## src/rtl/mips_mem_responder_if.sv

```systemverilog
// CPU-side memory bus between the 8-bit multicycle MIPS core and its memory responder.
// The core drives address, data and strobes; the responder returns registered read data.
interface mips_mem_responder_if #(
   parameter int unsigned ADDR_W = 8,
   parameter int unsigned DATA_W = 8
);
   logic [ADDR_W-1:0] adr;
   logic [DATA_W-1:0] writedata;
   logic              memread;
   logic              memwrite;
   logic [DATA_W-1:0] memdata;
   logic              rd_valid;

   modport master (
      output adr,
      output writedata,
      output memread,
      output memwrite,
      input  memdata,
      input  rd_valid
   );

   modport slave (
      input  adr,
      input  writedata,
      input  memread,
      input  memwrite,
      output memdata,
      output rd_valid
   );
endinterface

```

## src/rtl/mips_mem_responder.sv

```systemverilog
// Byte-wide memory behind the MIPS core with a streaming program loader.
// The core is held in reset until the loader finishes or run_start is given.
module mips_mem_responder #(
   parameter int unsigned ADDR_W = 8,
   parameter int unsigned DATA_W = 8,
   parameter int unsigned DEPTH  = 256
) (
   input  logic                clk,
   input  logic                reset,
   mips_mem_responder_if.slave bus,
   input  logic                load_start,
   input  logic                run_start,
   input  logic                load_valid,
   input  logic [DATA_W-1:0]   load_data,
   input  logic                load_last,
   output logic                load_ready,
   output logic [ADDR_W:0]     load_count,
   output logic                cpu_reset,
   output logic                run
);

   typedef enum logic [1:0] {StIdle, StLoad, StRun} state_e;

   localparam logic [ADDR_W:0] LastIdx = (ADDR_W+1)'(DEPTH - 1);

   state_e            r_state;
   state_e            w_state_next;
   logic [ADDR_W:0]   r_load_count;
   logic [ADDR_W:0]   w_load_count_next;
   logic [DATA_W-1:0] r_memdata;
   logic              r_rd_valid;
   logic [DATA_W-1:0] r_mem [DEPTH];

   logic w_xfer;
   logic w_cpu_rd;
   logic w_cpu_wr;

   // load_start pre-empts any transfer offered in the same cycle
   assign load_ready = (r_state == StLoad) && !r_load_count[ADDR_W];
   assign w_xfer     = load_ready && load_valid && !load_start;
   assign w_cpu_rd   = (r_state == StRun) && bus.memread;
   assign w_cpu_wr   = (r_state == StRun) && bus.memwrite;

   assign cpu_reset   = (r_state != StRun);
   assign run         = (r_state == StRun);
   assign load_count  = r_load_count;
   assign bus.memdata  = r_memdata;
   assign bus.rd_valid = r_rd_valid;

   always_comb begin
      w_state_next      = r_state;
      w_load_count_next = r_load_count;
      if (load_start) begin
         w_state_next      = StLoad;
         w_load_count_next = '0;
      end else begin
         case (r_state)
            StIdle: begin
               if (run_start) w_state_next = StRun;
            end
            StLoad: begin
               if (w_xfer) begin
                  w_load_count_next = r_load_count + 1'b1;
                  if (load_last || (r_load_count == LastIdx)) w_state_next = StRun;
               end
            end
            StRun:   w_state_next = StRun;
            default: w_state_next = StIdle;
         endcase
      end
   end

   always_ff @(posedge clk or negedge reset) begin
      if (!reset) begin
         r_state      <= StIdle;
         r_load_count <= '0;
         r_memdata    <= '0;
         r_rd_valid   <= 1'b0;
      end else begin
         r_state      <= w_state_next;
         r_load_count <= w_load_count_next;
         r_rd_valid   <= w_cpu_rd;
         if (w_cpu_rd) r_memdata <= r_mem[bus.adr];
      end
   end

   // Storage has no reset so a loaded program survives a core restart.
   // CPU and loader writes are mutually exclusive by state.
   always_ff @(posedge clk) begin
      if (w_cpu_wr) begin
         r_mem[bus.adr] <= bus.writedata;
      end else if (w_xfer) begin
         r_mem[r_load_count[ADDR_W-1:0]] <= load_data;
      end
   end

endmodule

```

## src/flat_wrapper.sv

```systemverilog
// flat-port wrapper written by rule: the top's interface ports become plain ports
module mips_mem_responder_flat 
#(
   parameter int unsigned ADDR_W = 8,
   parameter int unsigned DATA_W = 8,
   parameter int unsigned DEPTH  = 256
)
  (clk, reset, load_start, run_start, load_valid, load_data, load_last, load_ready, load_count, cpu_reset, run, bus_adr, bus_writedata, bus_memread, bus_memwrite, bus_memdata, bus_rd_valid);
  mips_mem_responder_if #(.ADDR_W(ADDR_W), .DATA_W(DATA_W)) bus_i ();
  input  logic clk;
  input  logic reset;
  input  logic load_start;
  input  logic run_start;
  input  logic load_valid;
  input  logic [DATA_W-1:0] load_data;
  input  logic load_last;
  output logic load_ready;
  output logic [ADDR_W:0] load_count;
  output logic cpu_reset;
  output logic run;
  input wire logic [$bits(bus_i.adr)-1:0] bus_adr;
  input wire logic [$bits(bus_i.writedata)-1:0] bus_writedata;
  input wire logic [$bits(bus_i.memread)-1:0] bus_memread;
  input wire logic [$bits(bus_i.memwrite)-1:0] bus_memwrite;
  output wire logic [$bits(bus_i.memdata)-1:0] bus_memdata;
  output wire logic [$bits(bus_i.rd_valid)-1:0] bus_rd_valid;
  assign bus_i.adr = bus_adr;
  assign bus_i.writedata = bus_writedata;
  assign bus_i.memread = bus_memread;
  assign bus_i.memwrite = bus_memwrite;
  assign bus_memdata = bus_i.memdata;
  assign bus_rd_valid = bus_i.rd_valid;
  mips_mem_responder #(.ADDR_W(ADDR_W), .DATA_W(DATA_W), .DEPTH(DEPTH)) u_core (.clk(clk), .reset(reset), .bus(bus_i), .load_start(load_start), .run_start(run_start), .load_valid(load_valid), .load_data(load_data), .load_last(load_last), .load_ready(load_ready), .load_count(load_count), .cpu_reset(cpu_reset), .run(run));
endmodule
```

## config.mk

```make
export PLATFORM = sky130hd
export DESIGN_NAME = mips_mem_responder_flat
export DESIGN_NICKNAME = d
export VERILOG_FILES = /design/src/rtl/mips_mem_responder_if.sv /design/src/rtl/mips_mem_responder.sv /design/src/flat_wrapper.sv
export SDC_FILE = /design/constraint.sdc
export NUM_CORES = 2
export LEC_CHECK = 0
export BUFFER_PORTS_ARGS = -buffer_cell sky130_fd_sc_hd__buf_2
export CORE_MARGIN = 1.5
export CORE_UTILIZATION = 45
export DETAILED_ROUTE_END_ITERATION = 8
export GPL_ROUTABILITY_DRIVEN = 0
export PLACE_DENSITY_LB_ADDON = 0.12
export SKIP_CTS_REPAIR_TIMING = 1
export SLEW_MARGIN = 20
export SYNTH_ARGS = -nofsm -noshare
export SYNTH_HDL_FRONTEND = slang
export SYNTH_SLANG_ARGS = --single-unit
export TNS_END_PERCENT = 10
```

## constraint.sdc

```tcl
create_clock -name clk -period 9.6 [get_ports clk]
set_clock_uncertainty 0.15 [all_clocks]
set_input_delay 0.48 -clock clk [delete_from_list [all_inputs] [get_ports clk]]
set_output_delay 0.48 -clock clk [all_outputs]
set_load 0.03 [all_outputs]
```

# [Word-level counts from Yosys, hierarchy flattened]
# Memories as Yosys holds them, arrays and structs flattened. A register that Yosys moved wholly into a read port is not among the register bits.
# Index checks and enable logic that the tools add are counted.
[op_classes] add_sub_neg=1 n_eq_ne=7 mux=16 reduce_logical=15
[op_table] cell="9-bit two-way mux" count=3
[op_table] cell="8-bit two-way mux" count=2
[op_table] cell="9-bit by 1-bit adder with 9-bit output, second input constant" count=1
[op_table] cell="9-bit by 8-bit equality test with 1-bit output, second input constant" count=1
[op_table] cell="2-bit two-way mux" count=4
[op_table] cell="8-bit OR reduction" count=1
[op_table] cell="1-bit two-way mux" count=6
[op_table] cell="3-bit != test, second input constant" count=2
[op_table] cell="2-bit one-hot mux with 3 select lines" count=1
[op_table] cell="1-bit logical AND" count=5
[op_table] cell="2-bit nonzero test" count=2
[op_table] cell="1-bit zero test" count=3
[op_table] cell="3-bit by 2-bit != test with 1-bit output, second input constant" count=1
[op_table] cell="3-bit AND reduction" count=1
[op_table] cell="2-bit by 1-bit equality test with 1-bit output, second input constant" count=1
[op_table] cell="2-bit equality test, second input constant" count=1
[op_table] cell="2-bit zero test" count=1
[op_table] cell="2-bit != test, second input constant" count=1
[op_table] cell="2-bit AND reduction" count=1
[op_table] cell="1-bit logical OR" count=1
[word_totals] register_bits=12 ramBits=2048 input_bits=32 wordCells=43 n_memories=1
[mem_list] memory="u_core.r_mem" depth=256 width=8 read_ports=1 rd_clocked_by_memory_dff=1 wr=1 line_no="mips_mem_responder.sv:32" source="logic [DATA_W-1:0] r_mem [DEPTH];"

# [Longest topological paths before layout]
[logic_depth] depth_word=9 ltp_mapped=11 ltp_nobuf=7

# [Worst setup path after synthesis]
# OpenSTA, ideal clock, no wires.
[synth_timing] path_kind="flip-flop to flip-flop" start="register u_core.r_load_count[8] (netlist: u_core.load_count[8])" end="memory u_core.r_mem[0][0], data pin" setup_time_ns=0.824 arrival_time_ns=4.518 required_time_ns=8.626 slack_ns=4.107 stages_incl_launch_ff=7 n_path_buf=2 synth_period_minus_slack_ns=5.493 path_cell_list="dfrtp_1 -> nand4bb_1 -> nor2_1 -> buf_2 -> buf_2 -> nand2_1 -> nand2_1"
[synth_via] elab_chain_len=9
[synth_rtl] element="start, declared" line_no="mips_mem_responder.sv:28" source="logic [ADDR_W:0] r_load_count;"
[synth_rtl] element="start signal, assigned" line_no="mips_mem_responder.sv:81" source="r_load_count <= w_load_count_next;"
[synth_rtl] element="1-bit zero test" line_no="mips_mem_responder.sv:39" source="assign load_ready = (r_state == StLoad) && !r_load_count[ADDR_W];"
[synth_rtl] element="1-bit logical AND" line_no="mips_mem_responder.sv:39"
[synth_rtl] element="1-bit logical AND (2 in series)" line_no="mips_mem_responder.sv:40" source="assign w_xfer = load_ready && load_valid && !load_start;"
[synth_rtl] element="1-bit two-way mux" line_no="mips_mem_responder.sv:92" source="end else if (w_xfer) begin"
[synth_rtl] element="1-bit two-way mux" line_no="mips_mem_responder.sv:90" source="if (w_cpu_wr) begin"
[synth_rtl] element="1-bit two-way mux (not written as such)" line_no="mips_mem_responder.sv:93" source="r_mem[r_load_count[ADDR_W-1:0]] <= load_data;"
[synth_rtl] element="8-bit OR reduction (no source line)"
[synth_rtl] element="8-bit two-way mux (no source line)"
[synth_rtl] element="end, declared" line_no="mips_mem_responder.sv:32"
# Every way passes these cells.

# [Worst setup path in the final report]
[layout_timing] start="register u_core.r_load_count[8] (netlist: u_core.load_count[8])" end="memory u_core.r_mem[239][4] (enable)"
[layout_via] elab_chain_len=9
[layout_rtl] element="1-bit zero test (*)" line_no="mips_mem_responder.sv:39"
[layout_rtl] element="1-bit logical AND (*)" line_no="mips_mem_responder.sv:39"
[layout_rtl] element="1-bit logical AND (*) (2 in series)" line_no="mips_mem_responder.sv:40"
[layout_rtl] element="1-bit two-way mux (*)" line_no="mips_mem_responder.sv:92"
[layout_rtl] element="1-bit two-way mux (*)" line_no="mips_mem_responder.sv:90"
[layout_rtl] element="1-bit two-way mux (not written as such) (*)" line_no="mips_mem_responder.sv:93"
[layout_rtl] element="8-bit OR reduction (no source line)"
[layout_rtl] element="8-bit two-way mux (no source line) / 1-bit two-way mux (equally long branches)"
# Mark *: on every way between the ends. The rest lies on a longest branch, timed or not.

==> results.cfg <==
[global_route]
met1_usage_pct = 35.9
grt.busiest_layer = met2
antenna_found_initial = 8
grt_usage_pct = 25.3
grt_pass1_vias = 41000
use_met2_pct = 40.5
grt_max_degree = 197
grt-ovfl-total = 0
grt_pass1_wl_mm = 323
met3_usage_pct = 4.43

[placement]
io_buffers = 52
dp_cells = 6277
dp_hpwl_mm = 138

[clock_tree]
cts_root_buffer = clkbuf_16
clockBufferDepth = 3
htreeDepth = 4
cts_tree = done
clock-sinks = 2068
path_clk_slew_ps = 60
cts_made_buffers = 210
clk_latency_ps = 840

[sta]
tightest_slew_ps = 1360
rsz0062_at_grt = no
fin_hold_ws_ps = 35.5
post-route-period-util_pct = 50.6
slew_headroom_pct = 9.59
maxSlewViolCount = 0
hold_violations = 0
period_needed_ps = 4850
finalSetupTns_ps = 0
max_freq_ghz = 0.206
setup_violations = 0

[final_layout]
drive_above_1_share_pct = 24.6
nNetsFinal = 4175
fin_cells = 6684
area_growth_pct = 11.9

[yosys]
synth_nets = 4070
ys_seq_area_share_pct = 76.7
syn_inst = 4036
synthFlopType = edfxtp_1
ys_types = 63
avgSynthCellArea_sq_um = 20.0
synthesis.area_sq_mm = 0.0808
synth_edf_count = 2048
ys_warn_count = 0
synthArstFlopShare_pct = 0.967
ys_ff_latch = 2068

[floorplan]
initial_core_util_pct = 45.3
core_area_sq_mm = 0.178
ios = 53
die_width_microns = 427
placementRows = 155
fp.dieH_microns = 427
dieArea_sq_mm = 0.182

[worst_setup_path]
crit_chain = and4bb_2 > nand2b_1 > o21ai_0 > nand2_1 > nor2_1
worstPathRequired_ps = 9900
max_stage_delay_ps = 1070
critPathTopFamily = simple AND/OR/NAND/NOR gates
crit_path_start_kind = flop
cp_slowest_cell = o21ai_0
worst_setup_path_end_kind = flop
worstSetupPathType = reg2reg
cp_num_buf_inv = 0
cp.arrival_ps = 5150
crit_fanout = 28

[power_and_ir_drop]
powerDensity_mw_per_mm2 = 213
ir_worst_vdd_uv = 175
p_total_w = 0.0193
leakagePower_nw = 27.8

[routing]
viasPerCell = 6.15
dr.first_iter.drc_count = 4988
drtPass1Iterations = 5
wl_per_cell_microns = 34.4
drc_errors = 0
vias = 41100
finalWirelength_mm = 230
ant_nets = 0

[job]
maxCapViolCount = 0

[worst_hold_path]
hp-class = in2reg

[status]
status = completed
==> power breakdown <==
part / internal [W] / total, W / switching [W]
combinational: 0.000301 / 0.00110 / 0.000801
sequential: 0.0101 / 0.0101 / 0.0000475
clock: 0.00453 / 0.00806 / 0.00352
==> cells in the mapped netlist (all sizes together) (2+ instances only) <==
library cell,instances,share of area [%]
or3,20,0.15
nand2,137,0.65
o31ai,3,0.040
nor4,7,0.054
o21bai,8,0.074
o22a,7,0.076
inv,11,0.051
nand3b,12,0.11
buf,151,1.1
a221oi,53,0.57
nand2b,7,0.054
a211oi,3,0.028
and2,4,0.031
nor2b,5,0.039
nand3,63,0.39
or2,16,0.12
o22ai,51,0.39
o21ai,74,0.46
nor3b,5,0.046
a211o,9,0.098
nor2,351,1.6
a2111oi,2,0.022
a32oi,7,0.076
mux2i,38,0.47
clkbuf,87,0.40
mux2,184,2.6
or4,2,0.019
dfrtp,20,0.62
nand4,17,0.13
mux4,406,11
and3,2,0.015
o221ai,9,0.11
nor3,18,0.11
edfxtp,2048,76
a21oi,30,0.19
ha,2,0.031
a22oi,115,1.1
or3b,4,0.043
a31oi,16,0.12
a41oi,14,0.15
xor2,4,0.043
==> layout make-up <==
class	count	area [sq um]
antenna	3	7.51
clock inverter	127	1160
inverter	11	41.3
timing repair buffer	131	1050
clock buffer	270	5590
fill	14400	88000
multi-input combinational	1719	17600
tap	2355	2950
sequential	2068	62000
==> tightest hold or removal path, delay by kind of cell <==
kind                   cells  cell delay, ps
AND/OR/NAND/NOR            2             290
buffers and inverters      1              80
==> through the flow <==
step / utilization, % / worst slack [ps] / instance area (sq um)
floorplan: - / 4110 / 80800
global placement: 46.8 / 4370 / 83600
detailed placement: 46.8 / 4570 / 83600
CTS: 50.6 / 4840 / 90300
global route: 50.7 / 4660 / 90400
finish: 50.7 / 4750 / 90400
==> per-layer routing <==
layer	share of wire, %	wire, microns
met1	42	96300
met2	48	111000
met3	6.9	15900
met4	2.8	6370
met5	0.0087	20
==> final timing paths <==
check,start,to,slack [ps],cells past startpoint
worst max-delay path,u_core.load_count[8],u_core.r_mem[239][4],4750,5
worst min-delay path,load_data[4],u_core.r_mem[166][4],40,3
worst max register to register,u_core.load_count[8],u_core.r_mem[239][4],4750,5
worst min register to register,u_core.load_count[8],u_core.load_count[8],430,2
max in group asynchronous,reset,u_core.bus.memdata[7],8690,2
min in group asynchronous,reset,u_core.bus.rd_valid,100,2
==> sequential cells by signal, summed over array words and instances (netlist names) <==
register             flops
u_core.r_mem          2048
u_core.bus.rd_valid      1
u_core.bus.memdata       8
u_core.load_count        9
u_core.r_state           2
==> logic make-up (layout without fill, tap and decap cells) <==
group                    Yosys count  count (layout)  share of synthesized area [%]
AO/OA/AOI/OAI                    408             408                           3.55
XOR/XNOR                           5               5                         0.0542
adder cells (fa/ha/maj)            2               2                         0.0310
buffers and inverters            249             539                           1.59
flip-flops                      2068            2068                           76.7
multiplexers                     628             628                           14.4
other                              0               3                              0
AND/OR/NAND/NOR                  676             676                           3.68
==> layout by cell type, fill, tap and decap left out, types with 6 or more instances in the layout <==
master and count:
edfxtp_1 2048, mux4_2 406, nor2_1 348, clkbuf_16 213, mux2_2 184, nand2_1 125, a22oi_1 115, o21ai_0 72
nand3_1 63, buf_4 63, a221oi_1 53, clkbuf_1 52, o22ai_1 51, buf_2 49, clkinv_1 48, clkinv_2 43
mux2i_1 38, a21oi_1 30, or3_1 20, dfrtp_1 20, nor3_1 17, nand4_1 17, a31oi_1 16, or2_2 16
bufinv_16 15, a41oi_1 14, nand3b_1 12, inv_1 10, buf_12 10, a211o_1 9, nand2_4 8, o221ai_1 8
o21bai_1 8, o22a_1 7, a32oi_1 7, nor4_1 7, nand2b_1 6, clkinvlp_4 6
No activity file was read; power rests on OpenSTA's default activity.
